$ cat src/rtl/intr_claim_arbiter.sv
// Interrupt gateway plus arbiter: latches level sources into pending bits, presents one
// registered winner (fixed priority or round-robin) and tracks claim/complete in-service state.
module intr_claim_arbiter #(
    parameter int NumSrc     = 8,
    parameter int IdW        = $clog2(NumSrc + 1),
    parameter bit RoundRobin = 1'b0
) (
    input  logic              clk_i,
    input  logic              rst_ni,
    input  logic [NumSrc-1:0] intr_src_i,
    input  logic [NumSrc-1:0] src_enable_i,
    output logic              irq_o,
    output logic [IdW-1:0]    irq_id_o,
    input  logic              claim_i,
    output logic [IdW-1:0]    claim_id_o,
    input  logic              complete_i,
    input  logic [IdW-1:0]    complete_id_i,
    output logic [NumSrc-1:0] in_service_o
);

    localparam int PtrW = (NumSrc > 1) ? $clog2(NumSrc) : 1;
    localparam logic [NumSrc-1:0] OneHot0 = NumSrc'(1);

    logic [NumSrc-1:0] r_pending;
    logic [NumSrc-1:0] r_in_service;
    logic [PtrW-1:0]   r_ptr;
    logic              r_irq;
    logic [IdW-1:0]    r_irq_id;

    logic [NumSrc-1:0] w_eligible;
    logic [NumSrc-1:0] w_claim_mask;
    logic [NumSrc-1:0] w_complete_mask;
    logic [NumSrc-1:0] w_set_mask;
    logic [PtrW-1:0]   w_scan_base;
    logic [PtrW:0]     w_pick;
    logic              w_found;
    logic [PtrW-1:0]   w_win_idx;
    logic              w_claim_hit;
    logic              w_complete_ok;
    logic [PtrW-1:0]   w_ptr_next;

    // Scan starts at base and wraps; returns {found, index}.
    function automatic logic [PtrW:0] pick_winner(input logic [NumSrc-1:0] elig,
                                                  input logic [PtrW-1:0]   base);
        logic            found;
        logic [PtrW-1:0] idx;
        logic [PtrW-1:0] k;
        found = 1'b0;
        idx   = '0;
        for (int j = 0; j < NumSrc; j++) begin
            k = PtrW'((int'(base) + j) % NumSrc);
            if (!found && elig[k]) begin
                found = 1'b1;
                idx   = k;
            end
        end
        return {found, idx};
    endfunction

    assign w_eligible  = r_pending & src_enable_i;
    assign w_scan_base = RoundRobin ? r_ptr : '0;
    assign w_pick      = pick_winner(w_eligible, w_scan_base);
    assign w_found     = w_pick[PtrW];
    assign w_win_idx   = w_pick[PtrW-1:0];

    // A claim is honoured on the registered ID even if the enable has since dropped.
    assign w_claim_hit   = claim_i && (r_irq_id != '0);
    assign w_claim_mask  = w_claim_hit ? (OneHot0 << (r_irq_id - IdW'(1))) : '0;
    assign w_complete_ok = complete_i && (complete_id_i != '0)
                           && (complete_id_i <= IdW'(NumSrc));
    assign w_complete_mask = w_complete_ok
                           ? ((OneHot0 << (complete_id_i - IdW'(1))) & r_in_service) : '0;

    // A source re-arms only once it is neither pending nor in service.
    assign w_set_mask = intr_src_i & ~r_pending & ~r_in_service;
    assign w_ptr_next = (r_irq_id == IdW'(NumSrc)) ? '0 : PtrW'(r_irq_id);

    always_ff @(posedge clk_i or negedge rst_ni) begin
        if (!rst_ni) begin
            r_pending    <= '0;
            r_in_service <= '0;
            r_ptr        <= '0;
            r_irq        <= 1'b0;
            r_irq_id     <= '0;
        end else begin
            r_pending    <= (r_pending & ~w_claim_mask) | w_set_mask;
            r_in_service <= (r_in_service | w_claim_mask) & ~w_complete_mask;
            if (RoundRobin && w_claim_hit) begin
                r_ptr <= w_ptr_next;
            end
            r_irq    <= w_found;
            r_irq_id <= w_found ? (IdW'(w_win_idx) + IdW'(1)) : '0;
        end
    end

    assign irq_o        = r_irq;
    assign irq_id_o     = r_irq_id;
    assign claim_id_o   = r_irq_id;
    assign in_service_o = r_in_service;

endmodule
$ cat config.mk
export PLATFORM = sky130hd
export DESIGN_NAME = intr_claim_arbiter
export DESIGN_NICKNAME = d
export VERILOG_FILES = /design/src/rtl/intr_claim_arbiter.sv
export SDC_FILE = /design/constraint.sdc
export NUM_CORES = 1
export LEC_CHECK = 0
export CAP_MARGIN = 20
export CORE_MARGIN = 2
export CORE_UTILIZATION = 29
export CTS_CLUSTER_SIZE = 25
export DETAILED_ROUTE_END_ITERATION = 10
export SYNTH_ARGS = -nofsm -noshare
export SYNTH_HDL_FRONTEND = slang
export SYNTH_SLANG_ARGS = --single-unit
$ cat constraint.sdc
create_clock -name clk_i -period 3.8 [get_ports clk_i]
set_clock_uncertainty 0.1 [all_clocks]
set_input_delay 0.95 -clock clk_i [delete_from_list [all_inputs] [get_ports clk_i]]
set_output_delay 0.95 -clock clk_i [all_outputs]
set_load 0.005 [all_outputs]
======== Word-level counts from Yosys, hierarchy flattened ========
Index checks and enable logic that the tools add are counted.
word-level totals
  register bits after elaboration ......... 21
  latch bits .............................. 0
  bits in writable memories ............... 0
  ROM bits ................................ 0
  input bits .............................. 24
  output and inout port bits .............. 17
  word-level logic and storage cells ...... 59
  memories ................................ 0
operators by class
  $add $sub $neg .......................... 3
  multipliers ............................. 0
  div/mod/pow operators ................... 0
  order comparisons ....................... 1
  eq/ne operators ......................... 0
  shifts and indexed selects .............. 2
  muxes and demuxes ....................... 18
  bitwise logic cells ..................... 12
  reduce and logical (&&, ||, !) cells .... 19
operators by type and width
  kind                                                                count
  8-bit AND                                                           6
  8-bit inverter                                                      4
  8-bit 2-to-1 mux                                                    2
  8-bit OR                                                            2
  1-bit by 4-bit << shifter with 8-bit output, first input constant   2
  3-bit 2-to-1 mux                                                    4
  1-bit logical AND                                                   10
  1-bit 2-to-1 mux                                                    9
  4-bit nonzero test                                                  2
  4-bit by 1-bit subtractor with 4-bit output, second input constant  2
  1-bit zero test                                                     7
  3-bit by 1-bit adder with 4-bit output, second input constant       1
  4-bit <= comparator, second input constant                          1
  2-bit 2-to-1 mux                                                    2
  4-bit 2-to-1 mux                                                    1

======== Depth between registers and ports, before layout ========
  depth after elaboration ................. 25
  depth in mapped cells ................... 6
  depth with buffers taken out ............ 6

======== Worst setup path after synthesis ========
Ideal clock, no wire load.
  path kind ............................... input to register
  from .................................... input port src_enable_i[6]
  to ...................................... register r_irq_id[2] (netlist: claim_id_o[2])
  setup time .............................. 64 ps
  data arrival time ....................... 2153 ps
  data required time ...................... 3636 ps
  slack ................................... 1483 ps
  stages .................................. 6
  buffers on the path ..................... 0
  path through ............................ a22oi_1 nor2b_1 o21ba_2 ha_1 a2111oi_2 a21o_1
between the ends
  cells in the longest elaborated chain, start to end .. 8
  elaborated cells between the ends (all ways) .. 10
  classes of those cells .................. add/sub: 1; mux: 5; bitwise: 1; reduce/logical: 3
ends and longest elaborated chain
  item                                    RTL line  RTL
  from (decl)                             11        input logic [NumSrc-1:0] src_enable_i,
  8-bit AND (*)                           60        assign w_eligible = r_pending & src_enable_i;
  1-bit logical AND (*)                   52        if (!found && elig[k]) begin
  1-bit 2-to-1 mux                        52
  1-bit zero test                         52
  1-bit logical AND                       52
  3-bit 2-to-1 mux                        52
  3-bit by 1-bit adder with 4-bit output  92        r_irq_id <= w_found ? (IdW'(w_win_idx) + IdW'(1)) : '0;
  4-bit 2-to-1 mux (*)                    92
  to (signal assigned)                    92
  to (decl)                               28        logic [IdW-1:0] r_irq_id;
Mark *: on every way between the ends. The rest lies on a longest branch, timed or not.

======== Worst setup path after layout ========
  from .................................... input port src_enable_i[7]
  to ...................................... register r_irq_id[2] (netlist: claim_id_o[2])
between the ends
  cells in the longest elaborated chain, start to end .. 5
  elaborated cells between the ends (all ways) .. 6
  classes of those cells .................. add/sub: 1; mux: 3; bitwise: 1; reduce/logical: 1
ends and longest elaborated chain
  item                                    RTL line
  8-bit AND (*)                           60
  1-bit logical AND (*)                   52
  3-bit 2-to-1 mux                        52
  3-bit by 1-bit adder with 4-bit output  92
  4-bit 2-to-1 mux (*)                    92
Marks and branches as above.

==> results.cfg <==
[logic_synthesis]
synth-simple-area-share_pct = 18.68
synth_compound_gate_area_share_pct = 26.59
synth-adder-area-share_pct = 1.198
post_synth_instance_area_um2 = 1045
synth_top_family_by_area = compound AO/OA/AOI/OAI gates
synthMuxAreaShare_pct = 0
synth_area_leaders = sky130_fd_sc_hd__dfrtp_1, sky130_fd_sc_hd__a22o_1, sky130_fd_sc_hd__o21ai_0
synth-warning-count = 0
synth.largest_area_cell = sky130_fd_sc_hd__dfrtp_1
synthDominantCellAreaShare_pct = 50.30
postSynthNetCount = 126
synth_cell_types = 29
synth_seq_cells = 21
yosys.area_share.xor_xnor_pct = 0
synth.yosys.seq_area_share_pct = 50.30
synth_area_per_cell_um2 = 10.34
syn-instance-count = 101

[placed_design]
portBuffers = 40
setup_slack_at_placement_ns = 0.9058
dp.final_hpwl_um = 2207
place_congestion = 0.7890

[global_route]
antenna_found_initial = 0
first_global_vias = 946
grt_max_degree = 22
grt_pass1_wl_um = 4374
globalRouteOverflowTotal = 0
grt_usage_pct = 13.68

[worst_setup_path]
cp.buffers_inverters = 1
critical_path.max_fanout = 4
arrival_ns = 2.73
worst-r2r-cell-count = 6
timing.critical_path.from_type = input port
cp-end-kind = flip-flop
crit_type = input port to flip-flop
worst-endpoint-required_ns = 3.96
path_cells = clkdlybuf4s50_1 -> a22oi_1 -> nor2b_1 -> o21ba_2 -> ha_1 -> a2111oi_2 -> a21o_1
critical-path-slowest-cell = sky130_fd_sc_hd__clkdlybuf4s50_1
worstReg2RegEnd = claim_id_o[2]
timing.rr.start = r_pending[7]
r2r_slack_ns = 1.85
cp_top_family = compound AO/OA/AOI/OAI gates
max_stage_delay_ns = 0.45

[pwr]
power.clock.fraction_pct = 11.6
p_sw_share_pct = 36.07
internal_power_mw = 0.6207
vdd_ir_drop_max_mv = 0.2425
power.sequential.fraction_pct = 44.7
comb_power_share_pct = 43.7
design_power_total_mw = 0.9709
total_switching_power_mw = 0.3502
power_per_cell_area_nw_per_um2 = 646.1
cellLeakagePower_nw = 0.5811

[cts]
htree_num_levels = 1
cts_tree = built
post_cts_hold_buffer_count = 0
post_cts_resize_count = 0
clkLatencyLatePin_ns = 0.31
clockBufferDepth = 2
ctsRootBufferMaster = sky130_fd_sc_hd__clkbuf_4
cts_setup_buffers = 0
numCtsBuffers = 3
cts.clk_slew.worst_paths_ns = 0.13
clock_sink_count = 21

[route]
detail_route.wirelength_um = 2766
dr.max_layer_used = met4
drt_iter0_drc = 50
remaining_drc_errors = 0
num_vias = 955
route.detailed.wl_per_inst_um = 14.79
met2_wirelength_um = 1381
detail_route.vias_per_cell = 5.107
ant_nets = 0
drt_pass1_iterations = 4
met3_length_um = 193
wl_met1_um = 1177

[floorplan]
count_of_pins_on_the_block_boundary = 41
placementRows = 21
die-area_um2 = 4099
die-height_um = 64.02
core_um2 = 3390
die_x_um = 64.02
initial_utilization_pct = 30.82

[timing]
worst_slew_pin_slew_ns = 0.9408
slew_headroom_pct = 37.08
timing_max_transition_violations_final = 0
setup_tns_ns = 0
max_clock_freq_mhz = 389.9
layout_min_cycle_time_ns = 2.565
grt_setup_unrepaired = false
hold_viol_final = 0
final.setup.worst_slack_ns = 1.235
fin_crit_sh_pct = 67.49
timing.final.setup_violations = 0

[outcome]
outcome = completed

[worst_hold_path]
min_delay_path_depth = 1
holdPathEnd = in_service_o[0]
worstHoldStart = in_service_o[0]
min-delay-path-class = flip-flop to flip-flop

[final_layout]
drive_above_1_share_pct = 6.383
fillCellCount = 328
finish.net_count = 167
layout-area-overhead-vs-synth_pct = 43.83
antenna_cells = 0

[flow_run]
drv.max_cap_violation_count = 0
## area by class of cell
type	instances	area, um2	share of cell area (%)
clock inverter	1	7.507	0.4996
clock buffer	3	22.52	1.499
tap	46	57.56	3.830
multi-input combinational	75	485.5	32.31
inverter	1	3.754	0.2498
timing repair buffer	40	400.4	26.64
sequential	21	525.5	34.97
## per-stage QoR
step,instance area [um2],utilization (%),hold slack [ns],cells
floorplan,1045,-,0.3951,101
global placement,1473,43.45,0.3939,183
detailed placement,1473,43.45,0.4145,183
CTS,1503,44.33,0.4354,187
global route,1503,44.33,0.4494,187
finish,1503,44.33,0.4301,187
## cell usage after synthesis
cell,n
sky130_fd_sc_hd__nor2b_1,3
sky130_fd_sc_hd__o21ba_2,1
sky130_fd_sc_hd__a21o_1,3
sky130_fd_sc_hd__o21ai_0,14
sky130_fd_sc_hd__or2_1,1
sky130_fd_sc_hd__nand4b_1,1
sky130_fd_sc_hd__a22o_2,1
sky130_fd_sc_hd__a22o_1,8
sky130_fd_sc_hd__nor3b_2,1
sky130_fd_sc_hd__nand3_1,3
sky130_fd_sc_hd__nand2b_1,2
sky130_fd_sc_hd__a32oi_1,1
sky130_fd_sc_hd__dfrtp_1,21
sky130_fd_sc_hd__a2111oi_2,1
sky130_fd_sc_hd__inv_1,1
sky130_fd_sc_hd__a22oi_2,1
sky130_fd_sc_hd__o31ai_1,2
sky130_fd_sc_hd__nor3b_1,1
sky130_fd_sc_hd__a32o_1,3
sky130_fd_sc_hd__and3b_1,1
sky130_fd_sc_hd__ha_1,1
sky130_fd_sc_hd__a31oi_1,1
sky130_fd_sc_hd__nand4_1,1
sky130_fd_sc_hd__or3b_1,1
sky130_fd_sc_hd__nand3b_1,2
sky130_fd_sc_hd__nor2_1,10
sky130_fd_sc_hd__a22oi_1,1
sky130_fd_sc_hd__nand2_1,10
sky130_fd_sc_hd__buf_4,4
## layer usage
metal / GRT usage (%) / vias to the layer above
met1: 16.91 / 456
met2: 23.70 / 40
met3: 4.225 / 2
met5: 0 / -
met4: 2.174 / 0
li1: - / 457
## cells by family (layout without fill, tap and decap cells)
| logic type | count (synthesis) | in the layout |
|---|---|---|
| AO/OA/AOI/OAI | 37 | 37 |
| adder cells (fa/ha/maj) | 1 | 1 |
| buffers and inverters | 5 | 45 |
| flip-flops | 21 | 21 |
| AND/OR/NAND/NOR | 37 | 37 |
## registers in the layout, indices dropped and copies added, names as in the netlist
| register | count |
|---|---|
| in_service_o | 8 |
| r_pending | 8 |
| claim_id_o | 4 |
| irq_o | 1 |
## worst max path at each step
stage | start | endpoint | slack, ns | depth (start not counted)
after floorplan | src_enable_i[6] | claim_id_o[2] | 1.48 | 6
after CTS | src_enable_i[6] | claim_id_o[2] | 1.24 | 7
after detailed placement | src_enable_i[6] | claim_id_o[2] | 0.91 | 7
final | src_enable_i[7] | claim_id_o[2] | 1.24 | 7
after global placement | src_enable_i[6] | claim_id_o[2] | 0.97 | 7
after global routing | src_enable_i[6] | claim_id_o[2] | 1.13 | 7
## cell usage in the layout, fill, tap and decap left out
cell	instances
sky130_fd_sc_hd__nand3_1	3
sky130_fd_sc_hd__nand2b_1	2
sky130_fd_sc_hd__a32o_1	3
sky130_fd_sc_hd__a22oi_2	1
sky130_fd_sc_hd__ha_1	1
sky130_fd_sc_hd__nand4_1	1
sky130_fd_sc_hd__nand3b_1	2
sky130_fd_sc_hd__o31ai_1	2
sky130_fd_sc_hd__nor2b_1	3
sky130_fd_sc_hd__o21ai_0	14
sky130_fd_sc_hd__a22o_1	8
sky130_fd_sc_hd__a31oi_1	1
sky130_fd_sc_hd__dfrtp_1	21
sky130_fd_sc_hd__o21ba_2	1
sky130_fd_sc_hd__a21o_1	3
sky130_fd_sc_hd__a22oi_1	1
sky130_fd_sc_hd__clkdlybuf4s50_1	40
sky130_fd_sc_hd__or2_1	1
sky130_fd_sc_hd__a2111oi_2	1
sky130_fd_sc_hd__nand4b_1	1
sky130_fd_sc_hd__nor2_1	10
sky130_fd_sc_hd__clkinvlp_4	1
sky130_fd_sc_hd__inv_1	1
sky130_fd_sc_hd__and3b_1	1
sky130_fd_sc_hd__nor3b_2	1
sky130_fd_sc_hd__a22o_2	1
sky130_fd_sc_hd__a32oi_1	1
sky130_fd_sc_hd__clkbuf_4	3
sky130_fd_sc_hd__nor3b_1	1
sky130_fd_sc_hd__nand2_1	10
sky130_fd_sc_hd__or3b_1	1
## worst reg2reg max path, delay by kind of cell, from the launching register on
family	cells	cell delay, ns
flip-flops	1	0.46
adder cells (fa/ha/maj)	1	0.22
AND/OR/NAND/NOR	1	0.10
AO/OA/AOI/OAI	4	1.03
## power groups by stage
stage          Clock, mW  Sequential (mW)  Combinational (mW)
2_1_floorplan          0            0.411               0.227
3_3_place_gp           0            0.434               0.413
3_5_place_dp           0            0.439               0.425
4_1_cts            0.118            0.436               0.428
5_1_grt            0.127            0.449               0.463
6_report           0.113            0.434               0.424
(Power assumes the default switching activity.)
